## src/rtl/fifo_pkg.sv

```systemverilog
// rtl/fifo_pkg.sv - shared packer state encoding and lane helpers
package fifo_pkg;

    // Packer fill state, always a pure function of the word count.
    typedef enum logic [1:0] {
        ST_EMPTY   = 2'd0,
        ST_FILLING = 2'd1,
        ST_FULLW   = 2'd2
    } pack_state_t;

    // Classify a fill count against the beat size.
    function automatic pack_state_t state_of(input int unsigned cnt, input int unsigned pack);
        if (cnt == 0)
            return ST_EMPTY;
        else if (cnt >= pack)
            return ST_FULLW;
        else
            return ST_FILLING;
    endfunction

    // A lane carries data only if it lies below the fill count.
    function automatic logic lane_live(input int unsigned lane, input int unsigned cnt);
        return lane < cnt;
    endfunction

endpackage

```

## src/rtl/fifo_out_packer.sv

```systemverilog
// rtl/fifo_out_packer.sv - drains the RAM FIFO and packs PACK words per output beat
//
// Ports:
//   clk, rst_n      clock, asynchronous active-low reset
//   softreset       synchronous clear, same effect as rst_n
//   empty, dataout  FIFO head status and word
//   readout         pop strobe to the FIFO (combinational)
//   flush           level; emit the partial beat now
//   vout, ready     output beat handshake
//   dout, nwords    packed beat (lane 0 = first word) and its valid lane count
//   busy            words held in the accumulator or a beat pending
module fifo_out_packer
    import fifo_pkg::*;
#(
    parameter int WID     = 32,
    parameter int PACK    = 4,
    parameter int TIMEOUT = 64,
    parameter int WN      = $clog2(PACK + 1)
) (
    input  logic                clk,
    input  logic                rst_n,
    input  logic                softreset,
    input  logic                empty,
    input  logic [WID-1:0]      dataout,
    output logic                readout,
    input  logic                flush,
    output logic                vout,
    input  logic                ready,
    output logic [WID*PACK-1:0] dout,
    output logic [WN-1:0]       nwords,
    output logic                busy
);

    // Keep the idle counter at least one bit wide when the timeout is disabled.
    localparam int             IW    = (TIMEOUT > 0) ? $clog2(TIMEOUT + 1) : 1;
    localparam logic [IW-1:0]  TMO_W = IW'(TIMEOUT);

    logic [WID-1:0]      acc [PACK];
    logic [WN-1:0]       wcnt;
    logic [WN-1:0]       wcnt_nx;
    logic [WN-1:0]       pop_lane;
    logic [IW-1:0]       idle_cnt;
    pack_state_t         state;
    logic                slot_free;
    logic                full;
    logic                has_data;
    logic                timeout_hit;
    logic                emit;
    logic [WID*PACK-1:0] beat;

    assign slot_free   = !vout || ready;
    assign full        = (state == ST_FULLW);
    assign has_data    = (state != ST_EMPTY);
    assign timeout_hit = (TIMEOUT != 0) && has_data && (idle_cnt == TMO_W);
    assign emit        = slot_free && (full || (has_data && flush) || timeout_hit);

    // A full accumulator may only take a word when the beat leaves this cycle.
    assign readout = rst_n && !empty && !flush && !softreset && (!full || slot_free);

    assign busy = (wcnt != '0) || vout;

    // On emit the accumulator restarts, so a concurrent pop lands in lane 0.
    always_comb begin
        pop_lane = emit ? '0 : wcnt;
        if (emit)
            wcnt_nx = readout ? WN'(1) : '0;
        else
            wcnt_nx = readout ? wcnt + WN'(1) : wcnt;
    end

    // Unfilled lanes go out as zero rather than stale data from earlier beats.
    always_comb begin
        beat = '0;
        for (int i = 0; i < PACK; i++) begin
            if (lane_live(i, 32'(wcnt)))
                beat[i*WID +: WID] = acc[i];
        end
    end

    always_ff @(posedge clk or negedge rst_n) begin
        if (!rst_n) begin
            for (int i = 0; i < PACK; i++)
                acc[i] <= '0;
            wcnt     <= '0;
            idle_cnt <= '0;
            state    <= ST_EMPTY;
            vout     <= 1'b0;
            dout     <= '0;
            nwords   <= '0;
        end else if (softreset) begin
            for (int i = 0; i < PACK; i++)
                acc[i] <= '0;
            wcnt     <= '0;
            idle_cnt <= '0;
            state    <= ST_EMPTY;
            vout     <= 1'b0;
            dout     <= '0;
            nwords   <= '0;
        end else begin
            for (int i = 0; i < PACK; i++) begin
                if (readout && (pop_lane == WN'(i)))
                    acc[i] <= dataout;
            end
            wcnt  <= wcnt_nx;
            state <= state_of(32'(wcnt_nx), PACK);

            if (emit) begin
                vout   <= 1'b1;
                dout   <= beat;
                nwords <= wcnt;
            end else if (ready) begin
                vout <= 1'b0;
            end

            // Idle timer only runs while a partial beat sits with nothing happening.
            if (readout || emit || !has_data)
                idle_cnt <= '0;
            else if ((TIMEOUT != 0) && (idle_cnt != TMO_W))
                idle_cnt <= idle_cnt + IW'(1);
        end
    end

endmodule

```

## config.mk

```make
export PLATFORM = sky130hd
export DESIGN_NAME = fifo_out_packer
export DESIGN_NICKNAME = d
export VERILOG_FILES = /design/src/rtl/fifo_pkg.sv /design/src/rtl/fifo_out_packer.sv
export SDC_FILE = /design/constraint.sdc
export NUM_CORES = 1
export LEC_CHECK = 0
export CORE_MARGIN = 8
export CORE_UTILIZATION = 30
export CTS_CLUSTER_SIZE = 8
export DETAILED_ROUTE_END_ITERATION = 12
export SETUP_SLACK_MARGIN = 0.5
export SYNTH_ARGS = -nofsm -noshare
export SYNTH_HDL_FRONTEND = slang
export SYNTH_SLANG_ARGS = --single-unit
```

## constraint.sdc

```tcl
create_clock -name clk -period 2.8 [get_ports clk]
set_clock_uncertainty 0.2 [all_clocks]
set_input_delay 0.7 -clock clk [delete_from_list [all_inputs] [get_ports clk]]
set_output_delay 0.7 -clock clk [all_outputs]
set_load 0.02 [all_outputs]
```

### Yosys cells after proc, flatten, opt, wreduce, memory -nomap -nowiden

Cells that the tools add are included.

| word-level totals | value |
|---|---|
| bits in registers | 272 |
| output and inout bits | 134 |
| word-level logic and storage cells | 85 |
| input bits | 38 |

| cells by class | value |
|---|---|
| order comparisons | 5 |
| equality and inequality tests | 6 |
| muxes and demuxes | 27 |
| add/subtract/negate cells | 2 |
| reduce and logical (&&, ||, !) cells | 35 |

Operators with widths:

| kind | count |
|---|---|
| 128-bit 2-to-1 mux | 3 |
| 32-bit 2-to-1 mux | 8 |
| 7-bit 2-to-1 mux | 3 |
| 3-bit 2-to-1 mux | 6 |
| 2-bit nonzero test | 6 |
| 1-bit logical AND | 11 |
| 3-bit nonzero test | 3 |
| 7-bit by 1-bit adder with 7-bit output, second input constant | 1 |
| 7-bit equality test, second input constant | 1 |
| 1-bit logical OR | 7 |
| 7-bit != test, second input constant | 1 |
| 3-bit by 2-bit equality test with 1-bit output, second input constant | 2 |
| 1-bit zero test | 6 |
| 3-bit zero test | 2 |
| 1-bit by 3-bit < comparator with 1-bit output, first input constant | 2 |
| 2-bit by 3-bit < comparator with 1-bit output, first input constant | 2 |
| 2-bit 2-to-1 mux | 3 |
| 1-bit 2-to-1 mux | 4 |
| 3-bit by 1-bit adder with 3-bit output, second input constant | 1 |
| 3-bit by 1-bit equality test with 1-bit output, second input constant | 1 |
| 3-bit >= comparator, second input constant | 1 |
| 2-bit equality test, second input constant | 1 |

### Logic depth before layout (Yosys ltp)

| logic depth | value |
|---|---|
| depth after elaboration | 11 |
| depth in mapped cells | 9 |
| mapped depth without buffers | 7 |

### Worst setup path after synthesis

OpenSTA, ideal clock, no wires.

| timing | value |
|---|---|
| path kind | in2out |
| from | input port softreset |
| to | output port readout |
| stages | 5 |
| buffers on the path | 2 |
| path slack | 159 ps |
| arrival | 1741 ps |
| data required time | 1900 ps |
| path through | buf_6 or4b_1 buf_2 a21o_1 clkinv_2 |

| on the way | value |
|---|---|
| word-level cells in the longest chain between the ends | 3 |

RTL lines:

| item | RTL line | RTL |
|---|---|---|
| start, declared | fifo_out_packer.sv:22 | `input logic softreset,` |
| 1-bit zero test | fifo_out_packer.sv:58 | `assign readout = rst_n && !empty && !flush && !softreset && (!full \|\| slot_free);` |
| 1-bit logical AND (2 in series) | fifo_out_packer.sv:58 |  |
| end, declared | fifo_out_packer.sv:25 | `output logic readout,` |

Every way passes these cells.

### Worst setup path in the final report

| timing | value |
|---|---|
| from | input port empty |
| to | output port readout |

| on the way | value |
|---|---|
| word-level cells in the longest chain between the ends | 5 |

RTL lines:

| item | RTL line | RTL |
|---|---|---|
| start, declared | fifo_out_packer.sv:23 | `input logic empty,` |
| 1-bit zero test | fifo_out_packer.sv:58 |  |
| 1-bit logical AND (4 in series) | fifo_out_packer.sv:58 |  |

Every way passes these cells.

==> summary.txt <==
FF+latch count, synth = 271
ANT cells = 0
die height = 201.8 um
startpoint types = primary input
Die ar. = 40720 um2
Max VDD drop = 0.3748 mV
Primary FF master, synth = dfrtp_1
Pint = 6.529 mW
CTS clock-pin slew for the worst setup and hold paths = 0.05 ns
setup ws final = 0.2122 ns
violation count after the first detailed-route iteration = 392
Tmin final = 2.588 ns
final setup fails = 0
GPL Wtd Cong = 0.7758
layout cells sized above 1 = 13.85%
Syn Inst Count = 844
remaining global-route overflow = 0
DRT antenna net count = 0
synthesized area per cell = 12.27 um2
Max Clk Rate = 0.3864 GHz
RSZ-0062 raised after global routing = true
vias = 7466
EDFF count, synth = 0
largest net degree at the start of global routing = 149
fin nets = 1103
WS Path Type = in -> out
worst skew pair latency = 0.50 ns
first-pass GRT wire length = 48090 um
Critical R2R Launch = idle_cnt[1]
WP data arrival = 1.69 ns
total global-route track usage = 14.83%
pre-CTS WS = -0.6104 ns
CTS tree = yes
dpl cells = 1453
Syn. warnings = 0
htree depth = 2
# rows = 68
number of global-route vias before repair = 7744
Switching Fraction = 22.18%
hpwl dp = 19060 um
Final Hold Vio Count = 0
DR WL/cell = 20.84 um
Max-slew headroom = 37.89%
total power = 8.389 mW
Clk pwr share = 48.0%
area added between synthesis and finish = 36.14%
Port Buffer Count = 171
LEAKAGE = 7.203 nW
Min Hold Slack = 0.1018 ns
antenna violations before repair = 2
final period utilization = 92.42%
FF-to-FF End = acc[14]
final core occ = 41.11%
drt first pass iters = 4
PwrDens = 595.1 nW/um2
Critical Path Fanout Max = 2
slew at the pin with the worst max-slew slack = 0.9316 ns
Post-DP Area = 12910 um2
combinational power share = 4.9%
ys async rst share = 100.0%
status = completed
worst reg2reg path depth = 11
Data required, critical path = 1.90 ns
area of the mapped netlist = 10350 um2
Flop pwr share = 47.2%
CP endpoint kind = output port
fillers = 3281
initial core utilization = 30.20%
DRT Wirelength = 31590 um
drc violations = 0
Final Non-Filler Cells = 1516
setup TNS = 0 ns
area of the core = 34290 um2
register area share after synthesis = 65.49%
I/O pins = 172
CTS Buf Count = 39
worst hold path class = in -> async
Slew Limit Fails = 0
TritonCTS Sinks = 271
Clock Path Buffers = 3
DIE WIDTH = 201.8 um
Post-Syn Nets = 886
Yosys cell types = 42
Sw Pwr = 1.861 mW
Maximum Capacitance Violations = 0
R2R setup slack = 0.59 ns
cell area after layout = 14100 um2
Root Buffer Master = clkbuf_16
Vias/cell = 4.925
synthesized netlist by cell type, drive strengths merged, types with 3 or more instances:
cell    instances  share of area (%)
nand3           4               0.19
nor3            7               0.50
clkbuf         27               0.98
dfrtp         271                 65
buf            37                2.3
ha              4               0.48
inv             7               0.25
o22ai           3               0.24
nand2b          3               0.18
nor2           47                1.7
xor2            4               0.34
o211ai          3               0.27
nand2         139                5.0
a22o          160                 14
a21oi          72                3.5
o21ai           3               0.14
xnor2           3               0.25
mux2i          32                3.1
kinds of logic (layout without fill, tap and decap cells):
group                      count (synthesis)  after routing  synth area share (%)
AOI/OAI and AO/OA                        251            251                 18.58
adders and majority gates                  4              4                0.4833
and+or+nand+nor                          207            207                 8.168
xor gates and xnor gates                   7              7                0.5921
muxes                                     32             32                 3.093
DFF                                      271            271                 65.49
buffers and inverters                     72            289                 3.589
layout by cell type (no fill, tap or decap), types with 2 or more instances in the layout:
cell,n
a21o_1,2
a21oi_1,72
a22o_1,160
buf_12,19
buf_16,2
buf_4,39
buf_6,12
clkbuf_16,41
clkdlybuf4s50_1,32
dfrtp_1,269
dfrtp_2,2
dlygate4sd2_1,133
ha_1,3
inv_1,5
inv_2,2
mux2i_1,32
nand2_1,136
nand2_2,3
nand2b_1,2
nand3_1,4
nor2_1,43
nor2_4,3
nor3_1,2
nor3_2,3
nor3_4,2
o211ai_1,2
o21ai_0,2
o22ai_1,2
xnor2_1,3
xor2_1,4
state kept, by name (all words and copies together), names as in the netlist:
signal / flops
vout: 1
nwords: 3
acc: 128
dout: 128
idle_cnt: 7
state: 2
wcnt: 2
layer usage:
| layer | part of all wire, % | wire length, um | GRT usage, % | up-vias |
|---|---|---|---|---|
| met3 | 6.3 | 1975 | 4.051 | 43 |
| met5 | 0.085 | 27 | 0 | - |
| li1 | - | - | - | 3444 |
| met4 | 1.5 | 479 | 3.339 | 4 |
| met1 | 45 | 14220 | 19.58 | 3782 |
| met2 | 47 | 14890 | 24.03 | 193 |
critical path, stage by stage:
cell and delay (ns):
buf_6 0.09, or4b_4 0.53, a21o_1 0.21, clkinv_4 0.06, buf_6 0.10
area by class of cell:
cell class | instances | area (um2) | area share (%)
multi-input cells | 501 | 3307 | 23.46
inverters | 8 | 35.03 | 0.2485
repair buffers | 240 | 2414 | 17.12
clock buffers | 40 | 979.7 | 6.949
well taps | 455 | 569.3 | 4.038
flip-flops and latches | 271 | 6784 | 48.12
clock inverters | 1 | 8.758 | 0.06213
worst max-delay path by stage:
stage / start / endpoint / slack (ns)
3_5_place_dp: empty / readout / -0.61
2_1_floorplan: softreset / readout / 0.17
5_1_grt: empty / readout / 0.20
6_report: empty / readout / 0.21
4_1_cts: softreset / readout / 0.21
3_3_place_gp: flush / readout / -0.62
repair_timing:
action                                  4_1_cts  5_1_grt
endpoints found under the setup margin      367      216
cloned                                        1        3
hold buffers                                  0        0
pin swaps                                     3        6
buffers inserted                              5       13
gates resized for setup                     160       37
power by group through the flow:
stage | clock network [mW] | registers [mW] | logic (mW)
global placement | 0 | 4.02 | 0.369
finish | 4.02 | 3.96 | 0.407
floorplan | 0 | 4.02 | 0.128
CTS | 4.16 | 3.96 | 0.388
detailed placement | 0 | 4.02 | 0.371
global route | 4.33 | 3.96 | 0.444
(Power assumes the default switching activity.)
